--- src/rtl/gba_io_mem_pkg.sv ---
// Shared types and helpers for the cart/USB memory request path.
// Width codes, responder FSM states, and byte-lane / beat data helpers.
package gba_io_mem_pkg;

   localparam logic [1:0] DATA_WIDTH_0  = 2'b00;
   localparam logic [1:0] DATA_WIDTH_8  = 2'b01;
   localparam logic [1:0] DATA_WIDTH_16 = 2'b10;
   localparam logic [1:0] DATA_WIDTH_32 = 2'b11;

   typedef enum logic [1:0] {
      MW_NONE = DATA_WIDTH_0,
      MW_8    = DATA_WIDTH_8,
      MW_16   = DATA_WIDTH_16,
      MW_32   = DATA_WIDTH_32
   } mem_width_t;

   typedef enum logic [2:0] {
      RS_IDLE   = 3'd0,
      RS_SETUP  = 3'd1,
      RS_STROBE = 3'd2,
      RS_HOLD   = 3'd3,
      RS_DONE   = 3'd4
   } resp_state_t;

   // Returns {ub_n, lb_n}; byte accesses pick the lane from the address LSB.
   function automatic logic [1:0] lane_enables_n(input mem_width_t w, input logic a0);
      case (w)
         MW_8:    return a0 ? 2'b01 : 2'b10;
         default: return 2'b00;
      endcase
   endfunction

   function automatic logic [15:0] beat_wdata(input mem_width_t w, input logic [31:0] d,
                                              input logic upper);
      case (w)
         MW_8:    return {d[7:0], d[7:0]};
         MW_32:   return upper ? d[31:16] : d[15:0];
         default: return d[15:0];
      endcase
   endfunction

   function automatic logic [31:0] merge_rdata(input mem_width_t w, input logic a0,
                                               input logic upper, input logic [31:0] acc,
                                               input logic [15:0] dq);
      logic [31:0] r;
      r = acc;
      case (w)
         MW_8:    r[7:0] = a0 ? dq[15:8] : dq[7:0];
         MW_16:   r[15:0] = dq;
         MW_32:   if (upper) r[31:16] = dq; else r[15:0] = dq;
         default: r = acc;
      endcase
      return r;
   endfunction

endpackage

--- src/rtl/mem_responder.sv ---
// Responder side of the memory request interface: runs each accepted request as one or
// two 16-bit beats (SETUP / STROBE / HOLD) on an asynchronous SRAM/PSRAM bus.
module mem_responder
   import gba_io_mem_pkg::*;
#(
   parameter int WAIT_CYCLES = 2,
   parameter int HADDR_W     = 25
) (
   input  logic               clk,
   input  logic               rst_n,
   input  logic               mem_rd,
   input  logic               mem_wr,
   input  logic [HADDR_W:0]   mem_addr,
   input  logic [1:0]         mem_data_width,
   input  logic [31:0]        mem_wr_data,
   output logic               mem_rd_ready,
   output logic               mem_wr_ready,
   output logic               mem_rd_valid,
   output logic [31:0]        mem_rd_data,
   output logic [HADDR_W-1:0] sram_addr,
   input  logic [15:0]        sram_dq_i,
   output logic [15:0]        sram_dq_o,
   output logic               sram_dq_oe,
   output logic               sram_ce_n,
   output logic               sram_oe_n,
   output logic               sram_we_n,
   output logic               sram_ub_n,
   output logic               sram_lb_n
);

   localparam int              CNT_W    = $clog2(WAIT_CYCLES + 2);
   localparam logic [CNT_W-1:0] CNT_LAST = CNT_W'(WAIT_CYCLES);

   resp_state_t      state_r;
   logic [CNT_W-1:0] cnt_r;
   logic             is_rd_r;
   mem_width_t       width_r;
   logic             lane_r;
   logic             upper_r;
   logic [31:0]      wdata_r;
   logic [31:0]      acc_r;

   logic             take_rd_s;
   logic             accept_s;
   mem_width_t       req_width_s;

   // Read has priority over a simultaneous write; nothing is taken outside IDLE.
   assign take_rd_s   = mem_rd & mem_rd_ready;
   assign accept_s    = (state_r == RS_IDLE) & (take_rd_s | (mem_wr & mem_wr_ready));
   assign req_width_s = mem_width_t'(mem_data_width);

   // Request FSM with all bus and handshake outputs registered.
   always_ff @(posedge clk or negedge rst_n) begin
      if (!rst_n) begin
         state_r      <= RS_IDLE;
         cnt_r        <= '0;
         is_rd_r      <= 1'b0;
         width_r      <= MW_NONE;
         lane_r       <= 1'b0;
         upper_r      <= 1'b0;
         wdata_r      <= 32'h0000_0000;
         acc_r        <= 32'h0000_0000;
         mem_rd_ready <= 1'b0;
         mem_wr_ready <= 1'b0;
         mem_rd_valid <= 1'b0;
         mem_rd_data  <= 32'h0000_0000;
         sram_addr    <= '0;
         sram_dq_o    <= 16'h0000;
         sram_dq_oe   <= 1'b0;
         sram_ce_n    <= 1'b1;
         sram_oe_n    <= 1'b1;
         sram_we_n    <= 1'b1;
         sram_ub_n    <= 1'b1;
         sram_lb_n    <= 1'b1;
      end else begin
         mem_rd_valid <= 1'b0;
         case (state_r)
            RS_IDLE: begin
               if (accept_s) begin
                  mem_rd_ready <= 1'b0;
                  mem_wr_ready <= 1'b0;
                  is_rd_r      <= take_rd_s;
                  width_r      <= req_width_s;
                  lane_r       <= mem_addr[0];
                  upper_r      <= 1'b0;
                  wdata_r      <= mem_wr_data;
                  acc_r        <= 32'h0000_0000;
                  if (req_width_s == MW_NONE) begin
                     state_r <= RS_DONE;
                  end else begin
                     state_r                <= RS_SETUP;
                     sram_addr              <= mem_addr[HADDR_W:1];
                     sram_ce_n              <= 1'b0;
                     {sram_ub_n, sram_lb_n} <= lane_enables_n(req_width_s, mem_addr[0]);
                     sram_dq_oe             <= ~take_rd_s;
                     sram_dq_o              <= take_rd_s ? 16'h0000
                                               : beat_wdata(req_width_s, mem_wr_data, 1'b0);
                  end
               end else begin
                  mem_rd_ready <= 1'b1;
                  mem_wr_ready <= 1'b1;
               end
            end
            RS_SETUP: begin
               state_r   <= RS_STROBE;
               cnt_r     <= '0;
               sram_oe_n <= ~is_rd_r;
               sram_we_n <= is_rd_r;
            end
            RS_STROBE: begin
               if (cnt_r == CNT_LAST) begin
                  state_r   <= RS_HOLD;
                  sram_oe_n <= 1'b1;
                  sram_we_n <= 1'b1;
                  if (is_rd_r) begin
                     acc_r <= merge_rdata(width_r, lane_r, upper_r, acc_r, sram_dq_i);
                  end
               end else begin
                  cnt_r <= cnt_r + CNT_W'(1);
               end
            end
            RS_HOLD: begin
               // Second beat of a 32-bit access keeps the chip selected; address wraps.
               if ((width_r == MW_32) && !upper_r) begin
                  state_r   <= RS_SETUP;
                  upper_r   <= 1'b1;
                  sram_addr <= sram_addr + HADDR_W'(1);
                  sram_dq_o <= is_rd_r ? 16'h0000 : beat_wdata(width_r, wdata_r, 1'b1);
               end else begin
                  state_r    <= RS_DONE;
                  sram_ce_n  <= 1'b1;
                  sram_ub_n  <= 1'b1;
                  sram_lb_n  <= 1'b1;
                  sram_dq_oe <= 1'b0;
               end
            end
            RS_DONE: begin
               state_r <= RS_IDLE;
               if (is_rd_r) begin
                  mem_rd_valid <= 1'b1;
                  mem_rd_data  <= acc_r;
               end
            end
            default: begin
               state_r    <= RS_IDLE;
               sram_ce_n  <= 1'b1;
               sram_oe_n  <= 1'b1;
               sram_we_n  <= 1'b1;
               sram_ub_n  <= 1'b1;
               sram_lb_n  <= 1'b1;
               sram_dq_oe <= 1'b0;
            end
         endcase
      end
   end

endmodule

--- config.mk ---
export PLATFORM = sky130hd
export DESIGN_NAME = mem_responder
export DESIGN_NICKNAME = d
export VERILOG_FILES = /design/src/rtl/gba_io_mem_pkg.sv /design/src/rtl/mem_responder.sv
export SDC_FILE = /design/constraint.sdc
export NUM_CORES = 1
export LEC_CHECK = 0
export ABC_AREA = 1
export BUFFER_PORTS_ARGS = -buffer_cell sky130_fd_sc_hd__buf_4
export CORE_ASPECT_RATIO = 0.8
export CORE_MARGIN = 2
export CORE_UTILIZATION = 50
export CTS_CLUSTER_SIZE = 16
export DETAILED_ROUTE_END_ITERATION = 12
export PLACE_DENSITY = 0.81
export SLEW_MARGIN = 40
export SYNTH_ARGS = -nofsm -noshare
export SYNTH_HDL_FRONTEND = slang
export SYNTH_SLANG_ARGS = --single-unit
--- constraint.sdc ---
create_clock -name clk -period 1.7 [get_ports clk]
set_clock_uncertainty 0.05 [all_clocks]
set_input_delay 0.17 -clock clk [delete_from_list [all_inputs] [get_ports clk]]
set_output_delay 0.17 -clock clk [all_outputs]
set_load 0.05 [all_outputs]
==> impl_metrics.json <==
{
  "worstHoldPathType": "in2reg",
  "crit_type": "reg2reg",
  "power.density_nw_per_um2": 2129,
  "swShare_pct": 48.32,
  "via_count": 7802,
  "rsz0062_at_grt": "true",
  "async_flop_share_pct": 100.0,
  "rr_startpoint": "state_r[1]$_DFFE_PN0P_",
  "violations": "negative setup slack",
  "post_drt_wl_per_cell_um": 15.56,
  "pwr-share-clk_pct": 15.5,
  "regToRegSetupSlack_ns": -0.02,
  "drc_errors": 0,
  "fp.dieH_um": 115.1,
  "synth_nets": 1102,
  "hold_depth": 3,
  "fin_tns_setup_ns": -0.04712,
  "drtIter0Drc": 817,
  "synth.top_cells.by_count": "nand2_1 (451), dfrtp_1 (150), nor2_1 (81)",
  "place_congestion": 0.8474,
  "final_cells": 1494,
  "peakVddDrop_v": 0.0009759,
  "min_from": "sram_dq_i[15]",
  "synth_area_leaders": "dfrtp_1 (49%), nand2_1 (22%), nor2_1 (3.9%)",
  "area_growth_pct": 40.98,
  "drt_wl_total_mm": 23.25,
  "synth_edf_count": 0,
  "synth_flop_cell": "dfrtp_1",
  "start_util_pct": 51.18,
  "ys_ff_latch": 155,
  "place_area_sq_um": 9478,
  "worst_pin_slew_ns": 0.5459,
  "io_buffers": 161,
  "p_comb_share_pct": 56.4,
  "ys_seq_area_share_pct": 50.39,
  "synth_area_leader_cell": "dfrtp_1",
  "h-tree-depth": 4,
  "multi_input_area_sq_um": 3506,
  "core-area_sq_um": 15060,
  "p_switching_w": 0.01118,
  "cp.required_ns": 1.96,
  "worstPathMaxFanout": 7,
  "yosysMostFrequentCell": "nand2_1",
  "crit_path_end_kind": "flop",
  "final_nets": 1355,
  "diodes": 0,
  "fin_util_pct": 72.15,
  "io_pins": 162,
  "synth_top_area_share_pct": 48.69,
  "cts.path.max_buffers": 2,
  "cts.sink_count": 155,
  "gr-total-overflow": 0,
  "path_clk_slew_ns": 0.06,
  "cts_tree": "done",
  "syn_inst": 1020,
  "rows": 40,
  "p_leak_nw": 5.644,
  "grt_max_degree": 60,
  "dp_hpwl_mm": 14.44,
  "arrival_ns": 1.98,
  "grt_pass1_vias": 6973,
  "fmax_ghz": 0.5830,
  "cts_buffers": 17,
  "slew_viol_final": 0,
  "clk_latency_ns": 0.43,
  "netlist_area_sq_um": 7710,
  "p_seq_share_pct": 28.1,
  "grt_antenna_before_repair": 0,
  "period_needed_ns": 1.715,
  "outcome": "finished with violations",
  "relSlewSlack_pct": 63.52,
  "intPower_w": 0.01196,
  "antenna_left": 0,
  "fillers": 1122,
  "seq_area_sq_um": 3900,
  "hold_violations": 0,
  "fp.dieW_um": 142.8,
  "fp.dieArea_sq_um": 16440,
  "setup_viol": 6,
  "fin_crit_sh_pct": 100.9,
  "grt_usage_pct": 26.94,
  "postSynthAreaPerCell_sq_um": 7.559,
  "grt_first_pass_wirelength_mm": 34.71,
  "place_inst": 1404,
  "dr.pass1.iters": 5,
  "fin_ws_ns": -0.01527,
  "synth.distinct_cells": 42,
  "vias_per_cell": 5.222,
  "maxCapViolCount": 0,
  "cts-root-buf": "clkbuf_16",
  "fin_hold_ws_ns": 0.01550,
  "reg2reg_depth": 10,
  "yosysWarningCount": 0,
  "crit_path_start_kind": "flop",
  "finalInstanceArea_sq_um": 10870,
  "min_delay_worst_endpoint": "acc_r[31]$_DFFE_PN0P_",
  "final_layout_size_suffix_gt1_share_pct": 27.49,
  "r2r_end": "acc_r[14]$_DFFE_PN0P_"
}
==> area by class of cell <==
class / instances / share of cell area (%)
inverter: 75 / 2.809
clock buffer: 25 / 4.743
tap: 210 / 2.417
clock inverter: 5 / 0.3108
sequential: 155 / 35.88
timing repair buffer: 272 / 21.58
multi-input combinational: 752 / 32.25
==> power by group through the flow <==
stage	Combinational, W	Sequential, W	Clock (W)
after floorplan	0.00493	0.00925	0
after global routing	0.0140	0.00668	0.00375
after CTS	0.0118	0.00646	0.00358
after global placement	0.0111	0.00645	0
after detailed placement	0.0114	0.00649	0
final	0.0131	0.00651	0.00358
==> state kept, by name, summed over array words and instances, names as in the netlist <==
register	cells
lane_r	1
sram_lb_n	1
cnt_r	2
mem_rd_data	32
sram_dq_o	16
sram_oe_n	1
acc_r	32
wdata_r	32
sram_addr	25
sram_ub_n	1
is_rd_r	1
width_r	2
sram_dq_oe	1
sram_we_n	1
sram_ce_n	1
state_r	3
mem_rd_valid	1
upper_r	1
mem_wr_ready	1
==> cell usage in the layout (no fill, tap or decap), types with 11 or more instances in the layout <==
cell,synthesis,layout
nand2_2,7,11
o21ai_0,59,55
o21ai_2,10,13
inv_1,68,67
nand3_1,51,47
clkbuf_16,0,20
buf_4,9,214
nor2_1,81,74
dfrtp_2,0,12
o21ai_1,18,18
dfrtp_1,150,138
dlygate4sd3_1,0,37
nand2_1,451,445
==> cell families (layout without fill, tap and decap cells) <==
| kind of cell | count (synthesis) | count (layout) | synth area share (%) |
|---|---|---|---|
| xor gates and xnor gates | 6 | 6 | 0.6816 |
| adders and majority gates | 2 | 2 | 0.3245 |
| buffers and inverters | 115 | 377 | 6.669 |
| and+or+nand+nor | 622 | 624 | 32.96 |
| DFF | 155 | 155 | 50.39 |
| AOI/OAI and AO/OA | 120 | 120 | 8.974 |
==> critical path, cell delays in order (launching register included) <==
cell     delay, ns
dfrtp_1       0.42
buf_4         0.17
inv_2         0.07
nand2_2       0.06
nor2_1        0.18
nand2_2       0.15
nand2_8       0.13
inv_8         0.07
buf_8         0.14
nand3_1       0.09
nand2_1       0.06
==> per-stage QoR <==
stage	total power [W]	worst slack, ns
2_1_floorplan	0.01418	0.003875
3_3_place_gp	0.01755	-0.1943
3_5_place_dp	0.01785	-0.2484
4_1_cts	0.02181	0.007298
5_1_grt	0.02443	-0.06801
6_report	0.02314	-0.01527
==> layer usage <==
metal | vias to the layer above | part of all wire (%) | global-route usage (%)
li1 | 3709 | - | -
met1 | 3694 | 44 | 39.53
met2 | 351 | 46 | 41.19
met3 | 48 | 8.2 | 5.373
met4 | 0 | 2.1 | 7.393
met5 | - | 0 | 0
==> worst max path at each step <==
stage | start | cells after the start | slack, ns | end
global placement | state_r[0]$_DFFE_PN0P_ | 7 | -0.19 | sram_addr[1]$_DFFE_PN0P_
floorplan | sram_addr[0]$_DFFE_PN0P_ | 10 | 0.004 | sram_addr[16]$_DFFE_PN0P_
detailed placement | state_r[0]$_DFFE_PN0P_ | 7 | -0.25 | sram_addr[1]$_DFFE_PN0P_
global route | state_r[1]$_DFFE_PN0P_ | 10 | -0.07 | acc_r[14]$_DFFE_PN0P_
finish | state_r[1]$_DFFE_PN0P_ | 10 | -0.02 | acc_r[14]$_DFFE_PN0P_
CTS | state_r[1]$_DFFE_PN0P_ | 8 | 0.007 | mem_rd_data[0]$_DFFE_PN0P_
==> what timing repair did <==
| item | 4_1_cts | 5_1_grt |
|---|---|---|
| hold buffers | 37 | 0 |
| setup buffers | 3 | 15 |
| endpoints found under the setup margin | 85 | 117 |
| gates resized for setup | 11 | 47 |
| endpoints found under the hold margin | 187 | 0 |
| pin swaps | 2 | 7 |
| gates cloned | 1 | 4 |
Power figures use the tool's default switching activity.
